`config.mk`:
```
export PLATFORM = sky130hd
export DESIGN_NAME = shared_adder_sched
export DESIGN_NICKNAME = d
export VERILOG_FILES = /design/src/rtl/shared_adder_sched_pkg.sv /design/src/rtl/shared_adder_sched_add_slice32.sv /design/src/rtl/shared_adder_sched.sv
export SDC_FILE = /design/constraint.sdc
export NUM_CORES = 1
export LEC_CHECK = 0
export ABC_AREA = 1
export CORE_UTILIZATION = 49
export DETAILED_ROUTE_END_ITERATION = 8
export PLACE_DENSITY = 0.82
export SLEW_MARGIN = 25
export SYNTH_ARGS = -nofsm -noshare
export SYNTH_HDL_FRONTEND = slang
export SYNTH_SLANG_ARGS = --single-unit
```
`constraint.sdc`:
```
create_clock -name clk -period 4.01 [get_ports clk]
set_clock_uncertainty 0.1 [all_clocks]
set_input_delay 0.802 -clock clk [delete_from_list [all_inputs] [get_ports clk]]
set_output_delay 0.802 -clock clk [all_outputs]
set_load 0.05 [all_outputs]
```
`src/rtl/shared_adder_sched_pkg.sv`:
```
// Shared definitions for the two-pass, round-robin shared 64-bit adder.
// Holds the FSM encoding, the slice/operand widths and the requester ids.
package shared_adder_sched_pkg;

  localparam int SLICE = 32;
  localparam int WIDTH = 2 * SLICE;

  localparam logic REQ0 = 1'b0;
  localparam logic REQ1 = 1'b1;

  typedef enum logic [1:0] {
    IDLE = 2'd0,
    LO   = 2'd1,
    HI   = 2'd2,
    RESP = 2'd3
  } state_t;

endpackage

```
`src/rtl/shared_adder_sched_add_slice32.sv`:
```
// Combinational 32-bit adder slice with carry in/out; the scheduler reuses
// it for both the low and the high half of every 64-bit add.
module add_slice32
  import shared_adder_sched_pkg::*;
(
  input  logic [SLICE-1:0] a,
  input  logic [SLICE-1:0] b,
  input  logic             c_in,
  output logic [SLICE-1:0] sum,
  output logic             c_out
);

  logic [SLICE:0] full;

  assign full  = {1'b0, a} + {1'b0, b} + {{SLICE{1'b0}}, c_in};
  assign sum   = full[SLICE-1:0];
  assign c_out = full[SLICE];

endmodule

```
`src/rtl/shared_adder_sched.sv`:
```
// Round-robin scheduler sharing one 32-bit adder slice between two 64-bit
// add requesters; each add takes a low pass and a high pass, then a response.
module shared_adder_sched
  import shared_adder_sched_pkg::*;
(
  input  logic             clk,
  input  logic             rst_n,
  input  logic             req0_valid,
  output logic             req0_ready,
  input  logic [WIDTH-1:0] req0_a,
  input  logic [WIDTH-1:0] req0_b,
  input  logic             req0_c_in,
  input  logic             req1_valid,
  output logic             req1_ready,
  input  logic [WIDTH-1:0] req1_a,
  input  logic [WIDTH-1:0] req1_b,
  input  logic             req1_c_in,
  output logic             rsp_valid,
  input  logic             rsp_ready,
  output logic             rsp_id,
  output logic [WIDTH-1:0] rsp_sum,
  output logic             rsp_c_out,
  output logic             busy
);

  state_t           state;
  logic             last_grant;
  logic [WIDTH-1:0] op_a;
  logic [WIDTH-1:0] op_b;
  logic             op_c_in;
  logic             op_id;
  logic             carry_mid;

  logic             grant_valid;
  logic             grant_id;

  logic [SLICE-1:0] slice_a;
  logic [SLICE-1:0] slice_b;
  logic             slice_c_in;
  logic [SLICE-1:0] slice_sum;
  logic             slice_c_out;

  // With both requesters pending, the one that did not win last time goes next.
  // NOTE: every always_comb output gets a default first so no path leaves it
  // unassigned, which would otherwise infer a latch.
  always_comb begin
    grant_valid = req0_valid || req1_valid;
    grant_id    = REQ0;
    if (req0_valid && req1_valid) begin
      grant_id = ~last_grant;
    end else if (req1_valid) begin
      grant_id = REQ1;
    end
  end

  assign req0_ready = (state == IDLE) && grant_valid && (grant_id == REQ0);
  assign req1_ready = (state == IDLE) && grant_valid && (grant_id == REQ1);

  // The high pass sees only the registered carry from the low pass.
  always_comb begin
    slice_a    = op_a[SLICE-1:0];
    slice_b    = op_b[SLICE-1:0];
    slice_c_in = op_c_in;
    if (state == HI) begin
      slice_a    = op_a[WIDTH-1:SLICE];
      slice_b    = op_b[WIDTH-1:SLICE];
      slice_c_in = carry_mid;
    end
  end

  add_slice32 u_slice (
    .a     (slice_a),
    .b     (slice_b),
    .c_in  (slice_c_in),
    .sum   (slice_sum),
    .c_out (slice_c_out)
  );

  // NOTE: state is updated with non-blocking assignments only, so every
  // register samples pre-edge values regardless of statement order.
  always_ff @(posedge clk or negedge rst_n) begin
    if (!rst_n) begin
      state      <= IDLE;
      last_grant <= REQ1;
      op_a       <= '0;
      op_b       <= '0;
      op_c_in    <= 1'b0;
      op_id      <= REQ0;
      carry_mid  <= 1'b0;
      rsp_valid  <= 1'b0;
      rsp_id     <= REQ0;
      rsp_sum    <= '0;
      rsp_c_out  <= 1'b0;
      busy       <= 1'b0;
    end else begin
      case (state)
        IDLE: begin
          if (grant_valid) begin
            op_a    <= (grant_id == REQ1) ? req1_a    : req0_a;
            op_b    <= (grant_id == REQ1) ? req1_b    : req0_b;
            op_c_in <= (grant_id == REQ1) ? req1_c_in : req0_c_in;
            op_id   <= grant_id;
            busy    <= 1'b1;
            state   <= LO;
          end
        end
        LO: begin
          rsp_sum[SLICE-1:0] <= slice_sum;
          carry_mid          <= slice_c_out;
          state              <= HI;
        end
        HI: begin
          rsp_sum[WIDTH-1:SLICE] <= slice_sum;
          rsp_c_out              <= slice_c_out;
          rsp_id                 <= op_id;
          rsp_valid              <= 1'b1;
          state                  <= RESP;
        end
        RESP: begin
          if (rsp_ready) begin
            rsp_valid  <= 1'b0;
            busy       <= 1'b0;
            last_grant <= rsp_id;
            state      <= IDLE;
          end
        end
        default: state <= IDLE;
      endcase
    end
  end

endmodule

```
# After elaboration in Yosys (flattened, before gate mapping)
# Cells that the tools add are included.
[op_classes] add_sub_neg=2 eq_ne=5 mux=15 bitwise_logic=2 n_reduce_logical=13
[op_table] cell="$mux 64" count=2
[op_table] cell="$mux 32" count=2
[op_table] cell="$add 32x32->33" count=1
[op_table] cell="$add 33x1->33" count=1
[op_table] cell="$pmux 2 s4" count=1
[op_table] cell="$reduce_and 2->1" count=4
[op_table] cell="$mux 1" count=6
[op_table] cell="$eq 2x2->1 const B" count=2
[op_table] cell="$logic_and 1x1->1" count=4
[op_table] cell="$mux 2" count=2
[op_table] cell="$ne 2x2->1 const B" count=2
[op_table] cell="$pmux 1 s2" count=2
[op_table] cell="$reduce_bool 2->1" count=2
[op_table] cell="$reduce_and 3->1" count=1
[op_table] cell="$eq 2x1->1 const B" count=1
[op_table] cell="$logic_not 2->1" count=1
[op_table] cell="$not 1->1" count=2
[op_table] cell="$logic_or 1x1->1" count=1
[totals] reg_bits=202 input_bits=263 wordCells=50

# Longest topological paths before layout
[depth] depth_word=4 mapped_depth=21 depth_no_buf=19

# Hierarchy
# From an unflattened synthesis, not the netlist that was laid out.
[unflattened] hier_cells=1705 hier_area_um2=12276.8
[modules_own_cells] mod="shared_adder_sched" instances=1 cells_per_inst=1200 area_each_um2=9883.2 seq_area_each_um2=5056.1
[modules_own_cells] mod="add_slice32" instances=1 cells_per_inst=505 area_each_um2=2393.5 seq_area_each_um2=0.0

# Worst setup path after synthesis
# No wires, ideal clock.
[synth_timing] path_kind="register to register" startpoint="reg state[0]" endpoint="reg rsp_c_out" setup_ns=0.118 arrival_ns=2.923 slack_ns=0.869 stages_incl_launch_ff=19 path_buffers=2 period_less_slack_ns=3.141 path_cell_list="dfrtp_1 inv_1 ha_1 clkbuf_1 clkbuf_1 mux2i_1 fa_1 inv_1 fa_1 nand3_1 nand3_1 nand2_1 nand2_1 nand2_1 nand3b_1 nand2_1 nand2_1 nand2_1 nand2_1"
[synth_via] elab_chain_len=4 word_cells_on_any_way=6 cone_classes="2 x add/sub; 1 x eq/ne; 3 x mux"
[synth_rtl] item="start, declared" line="shared_adder_sched.sv:26" source="state_t state;"
[synth_rtl] item="start signal, assigned" line="shared_adder_sched.sv:83" source="state <= IDLE;"
[synth_rtl] item="start signal, assigned" line="shared_adder_sched.sv:104" source="state <= LO;"
[synth_rtl] item="start signal, assigned" line="shared_adder_sched.sv:110" source="state <= HI;"
[synth_rtl] item="$eq 2x2->1 *" line="shared_adder_sched.sv:64, shared_adder_sched.sv:96"
[synth_rtl] item="$mux 32" line="shared_adder_sched.sv:64" source="if (state == HI) begin"
[synth_rtl] item="$add 32x32->33" line="shared_adder_sched_add_slice32.sv:15" source="assign full = {1'b0, a} + {1'b0, b} + {{SLICE{1'b0}}, c_in};"
[synth_rtl] item="$add 33x1->33" line="shared_adder_sched_add_slice32.sv:15"
[synth_rtl] item="end signal, assigned" line="shared_adder_sched.sv:114" source="rsp_c_out <= slice_c_out;"
[synth_rtl] item="end, declared" line="shared_adder_sched.sv:22" source="output logic rsp_c_out,"
# Mark *: on every way between the ends. The rest lies on a longest branch, timed or not.
# A chain may end at the register's enable or synchronous reset.

# Worst setup path in the final report
[layout_timing] startpoint="reg state[0]" endpoint="reg rsp_sum[13]"
[layout_via] elab_chain_len=4 word_cells_on_any_way=7 cone_classes="2 x add/sub; 2 x eq/ne; 3 x mux"
[layout_rtl] item="$eq 2x2->1" line="shared_adder_sched.sv:64"
[layout_rtl] item="$mux 32" line="shared_adder_sched.sv:64"
[layout_rtl] item="$add 32x32->33" line="shared_adder_sched_add_slice32.sv:15"
[layout_rtl] item="$add 33x1->33" line="shared_adder_sched_add_slice32.sv:15"
[layout_rtl] item="end signal, assigned by index" line="shared_adder_sched.sv:108" source="rsp_sum[SLICE-1:0] <= slice_sum;"
[layout_rtl] item="end signal, assigned by index" line="shared_adder_sched.sv:113" source="rsp_sum[WIDTH-1:SLICE] <= slice_sum;"
[layout_rtl] item="end, declared" line="shared_adder_sched.sv:21" source="output logic [WIDTH-1:0] rsp_sum,"
# Several ways; a longest one is shown, not always the timed one.

==> results.cfg <==
[logic_synthesis]
avgSynthCellArea_sq_um = 6.84
synth_top_area_share_pct = 43.6
synth_seq_cells = 202
synth_warnings = 0
synth_compound_area_share_pct = 2.71
synth_mux_area_share_pct = 0.260
ys_types = 29
ys_top_cells_by_area = dfrtp_1 44%, nand2_1 30%, nand3_1 8.2%, inv_1 4.0%, ha_1 3.9%
synth_top_family_by_area = simple AND/OR/NAND/NOR gates
seq_area_frac_synth_pct = 43.9
synthesis.nets = 1987
synthAdderAreaFrac_pct = 4.25
synthCells = 1686
synth-xor-area-share_pct = 1.06
netlist_area_sq_mm = 0.0115
synth-simple-area-share_pct = 40.8
yosysTopAreaCell = dfrtp_1

[drt]
via_per_inst = 5.21
first_pass_iters = 6
wl_per_cell_microns = 15.9
first_iter_violations = 843
via_count = 12040
drtAntennaViolNets = 0
drc = 0
wl_microns = 36800

[sta]
tightest_slew_ns = 0.905
fin_setup_tns_ns = 0
maxSlewViolCount = 0
period_needed_ns = 3.33
rsz0062_at_grt = no
hold_viol_final = 0
finalCritPeriodShare_pct = 83.1
setup_violations = 0
fin_ws_ns = 0.676
slew_headroom_pct = 39.7
fmax_mhz = 300

[floorplan]
chipHeight_microns = 155
ioPinCount = 333
initial_utilization_pct = 50.5
dieArea_sq_mm = 0.0241
die_w_microns = 155
core_area_sq_mm = 0.0228
row_count = 55

[cts]
postCtsSetupBuffers = 0
cts_resized = 0
clkSlewWorstSetupHoldPaths_ns = 0.06
cts_tree = built
cts_inserted_buffers = 21
cts-root-buf = clkbuf_16
htreeDepth = 1
clk-insertion-delay-late_ns = 0.51
ctsHoldBuffers = 0
clock_path_buffers = 3
clkSinkCount = 202

[finish]
drive_above_1_share_pct = 2.85
multiInputGateArea_sq_mm = 0.00568
n_fill_cell = 1895
final_cell_area_sq_mm = 0.0158
seq_area_sq_mm = 0.00506
fin_nets = 2286
syn2layout_area_growth_pct = 37.1
n_antenna_cell = 0

[power]
pwr-share-clk_pct = 13.0
sw_frac_of_total_pct = 51.7
comb_power_share_pct = 64.0
p_int_mw = 7.77
powerDensity_mw_per_mm2 = 1020
seqPwrFrac_pct = 23.0
p_leak_nw = 8.02
switchingPower_mw = 8.32
ir_worst_vdd_v = 0.000486

[setup_path]
slowest_delay_ns = 0.56
endpoint_kind = flip-flop
critPathRequiredTime_ns = 4.28
critPathArrivalTime_ns = 3.60
r2r_cells = 15
cpLargestDelayFamily = buffers and inverters
critical_path.max_fanout = 67
crit_type = flip-flop to flip-flop
worst_path_max_delay_cell = buf_4
crit_top_cell = nand2_1
start_kind = flip-flop
reg2reg_setup_slack_ns = 0.68
cp.depth = 15
crit_buf_inv = 5
worstPathCellList = inv_1, ha_4, clkinv_2, buf_4, nand2_1, nand2_1, ha_1, nand2_1, inv_1, nand2_1, inv_1, a21oi_1, nand2_1, xnor2_1, o21ai_0

[placement]
port_buffers = 332
dp_slack_ns = 0.697
placed_area_sq_mm = 0.0151
dp_hpwl_microns = 27900
gp_congestion = 0.942

[global_route]
track_usage_pct = 31.0
antenna_found_initial = 0
grt_pass1_wl_microns = 59000
grt_pass1_vias = 11422
grt-ovfl-total = 0
grt_max_degree = 130

[run_status]
status = completed

[hold_path]
hold_class = input pin to asynchronous set/reset pin

[run]
drv_cap = 0
## state kept, by name, summed over array words and instances (netlist names)
register and flops:
state 2, op_id 1, op_b 64, rsp_id 1, busy 1, op_c_in 1, rsp_c_out 1, rsp_valid 1
op_a 64, last_grant 1, rsp_sum 64, carry_mid 1
## worst paths after layout
kind / start / end
max: state[0]$_DFFE_PN0P_ / rsp_sum[13]$_DFFE_PN0N_
max in group asynchronous: rst_n / op_b[17]$_DFFE_PN0P_
max reg2reg: state[0]$_DFFE_PN0P_ / rsp_sum[13]$_DFFE_PN0N_
min: rst_n / rsp_sum[40]$_DFFE_PN0P_
min reg2reg: rsp_sum[21]$_DFFE_PN0N_ / rsp_sum[21]$_DFFE_PN0N_
min in group clk: rsp_sum[21]$_DFFE_PN0N_ / rsp_sum[21]$_DFFE_PN0N_
## synthesized netlist by cell type (all sizes together)
master / count
nand3b: 8
fa: 2
a2bb2oi: 1
nand3: 189
o21ai: 29
dfstp: 1
nor2: 49
and2: 1
dfrtp: 201
mux2i: 3
o211ai: 1
nor3: 7
clkinv: 1
xnor2: 11
o21bai: 2
buf: 26
a21o: 1
xor2: 3
a21oi: 25
inv: 124
clkbuf: 43
ha: 36
nand4: 3
nand2: 919
## cell type report
cell class,count,share of cell area (%)
multi-input cells,1290,36.0
flip-flops and latches,202,32.0
repair buffers,345,21.9
clock buffers,27,3.59
inverters,125,3.00
well taps,313,2.48
clock inverters,11,1.04
## kinds of logic after synthesis
group | Yosys count
adders and majority gates | 38
buffers and inverters | 194
xor gates and xnor gates | 14
AOI/OAI and AO/OA | 59
and+or+nand+nor | 1176
DFF | 202
muxes | 3
## stage by stage
step                      utilization (%)  hold WS [ns]  cells  power (mW)
final                                69.2         0.129   2313        16.1
after global routing                 69.2         0.147   2313        17.4
after CTS                            69.2         0.134   2313        16.0
after detailed placement             66.0         0.367   2275        13.9
after global placement               66.0         0.365   2275        13.7
after floorplan                         -         0.349   1686        10.6
## per-layer routing
layer | routed length [microns] | global-route usage, % | part of all wire (%) | vias to the layer above
met3 | 2510 | 4.32 | 6.8 | 63
met1 | 16500 | 43.3 | 45 | 5621
met2 | 16700 | 50.0 | 45 | 525
li1 | - | - | - | 5831
met4 | 1120 | 9.48 | 3.0 | 0
met5 | 0 | 0 | 0 | -
## power groups by stage
stage	Combinational (mW)	Sequential [mW]	Clock [mW]
2_1_floorplan	5.96	4.68	0
3_3_place_gp	10.0	3.68	0
3_5_place_dp	10.2	3.70	0
4_1_cts	10.2	3.69	2.11
5_1_grt	11.4	3.80	2.20
6_report	10.3	3.70	2.09
## layout by cell type, fill, tap and decap left out, drive strengths merged, types with 11 or more instances in the layout
master         synthesis  final
nand2                919    919
clkdlybuf4s50          0    329
dfrtp                201    201
nand3                189    189
inv                  124    125
nor2                  49     49
ha                    36     36
o21ai                 29     29
clkbuf                43     28
a21oi                 25     25
buf                   26     15
xnor2                 11     11
(Power assumes the default switching activity.)
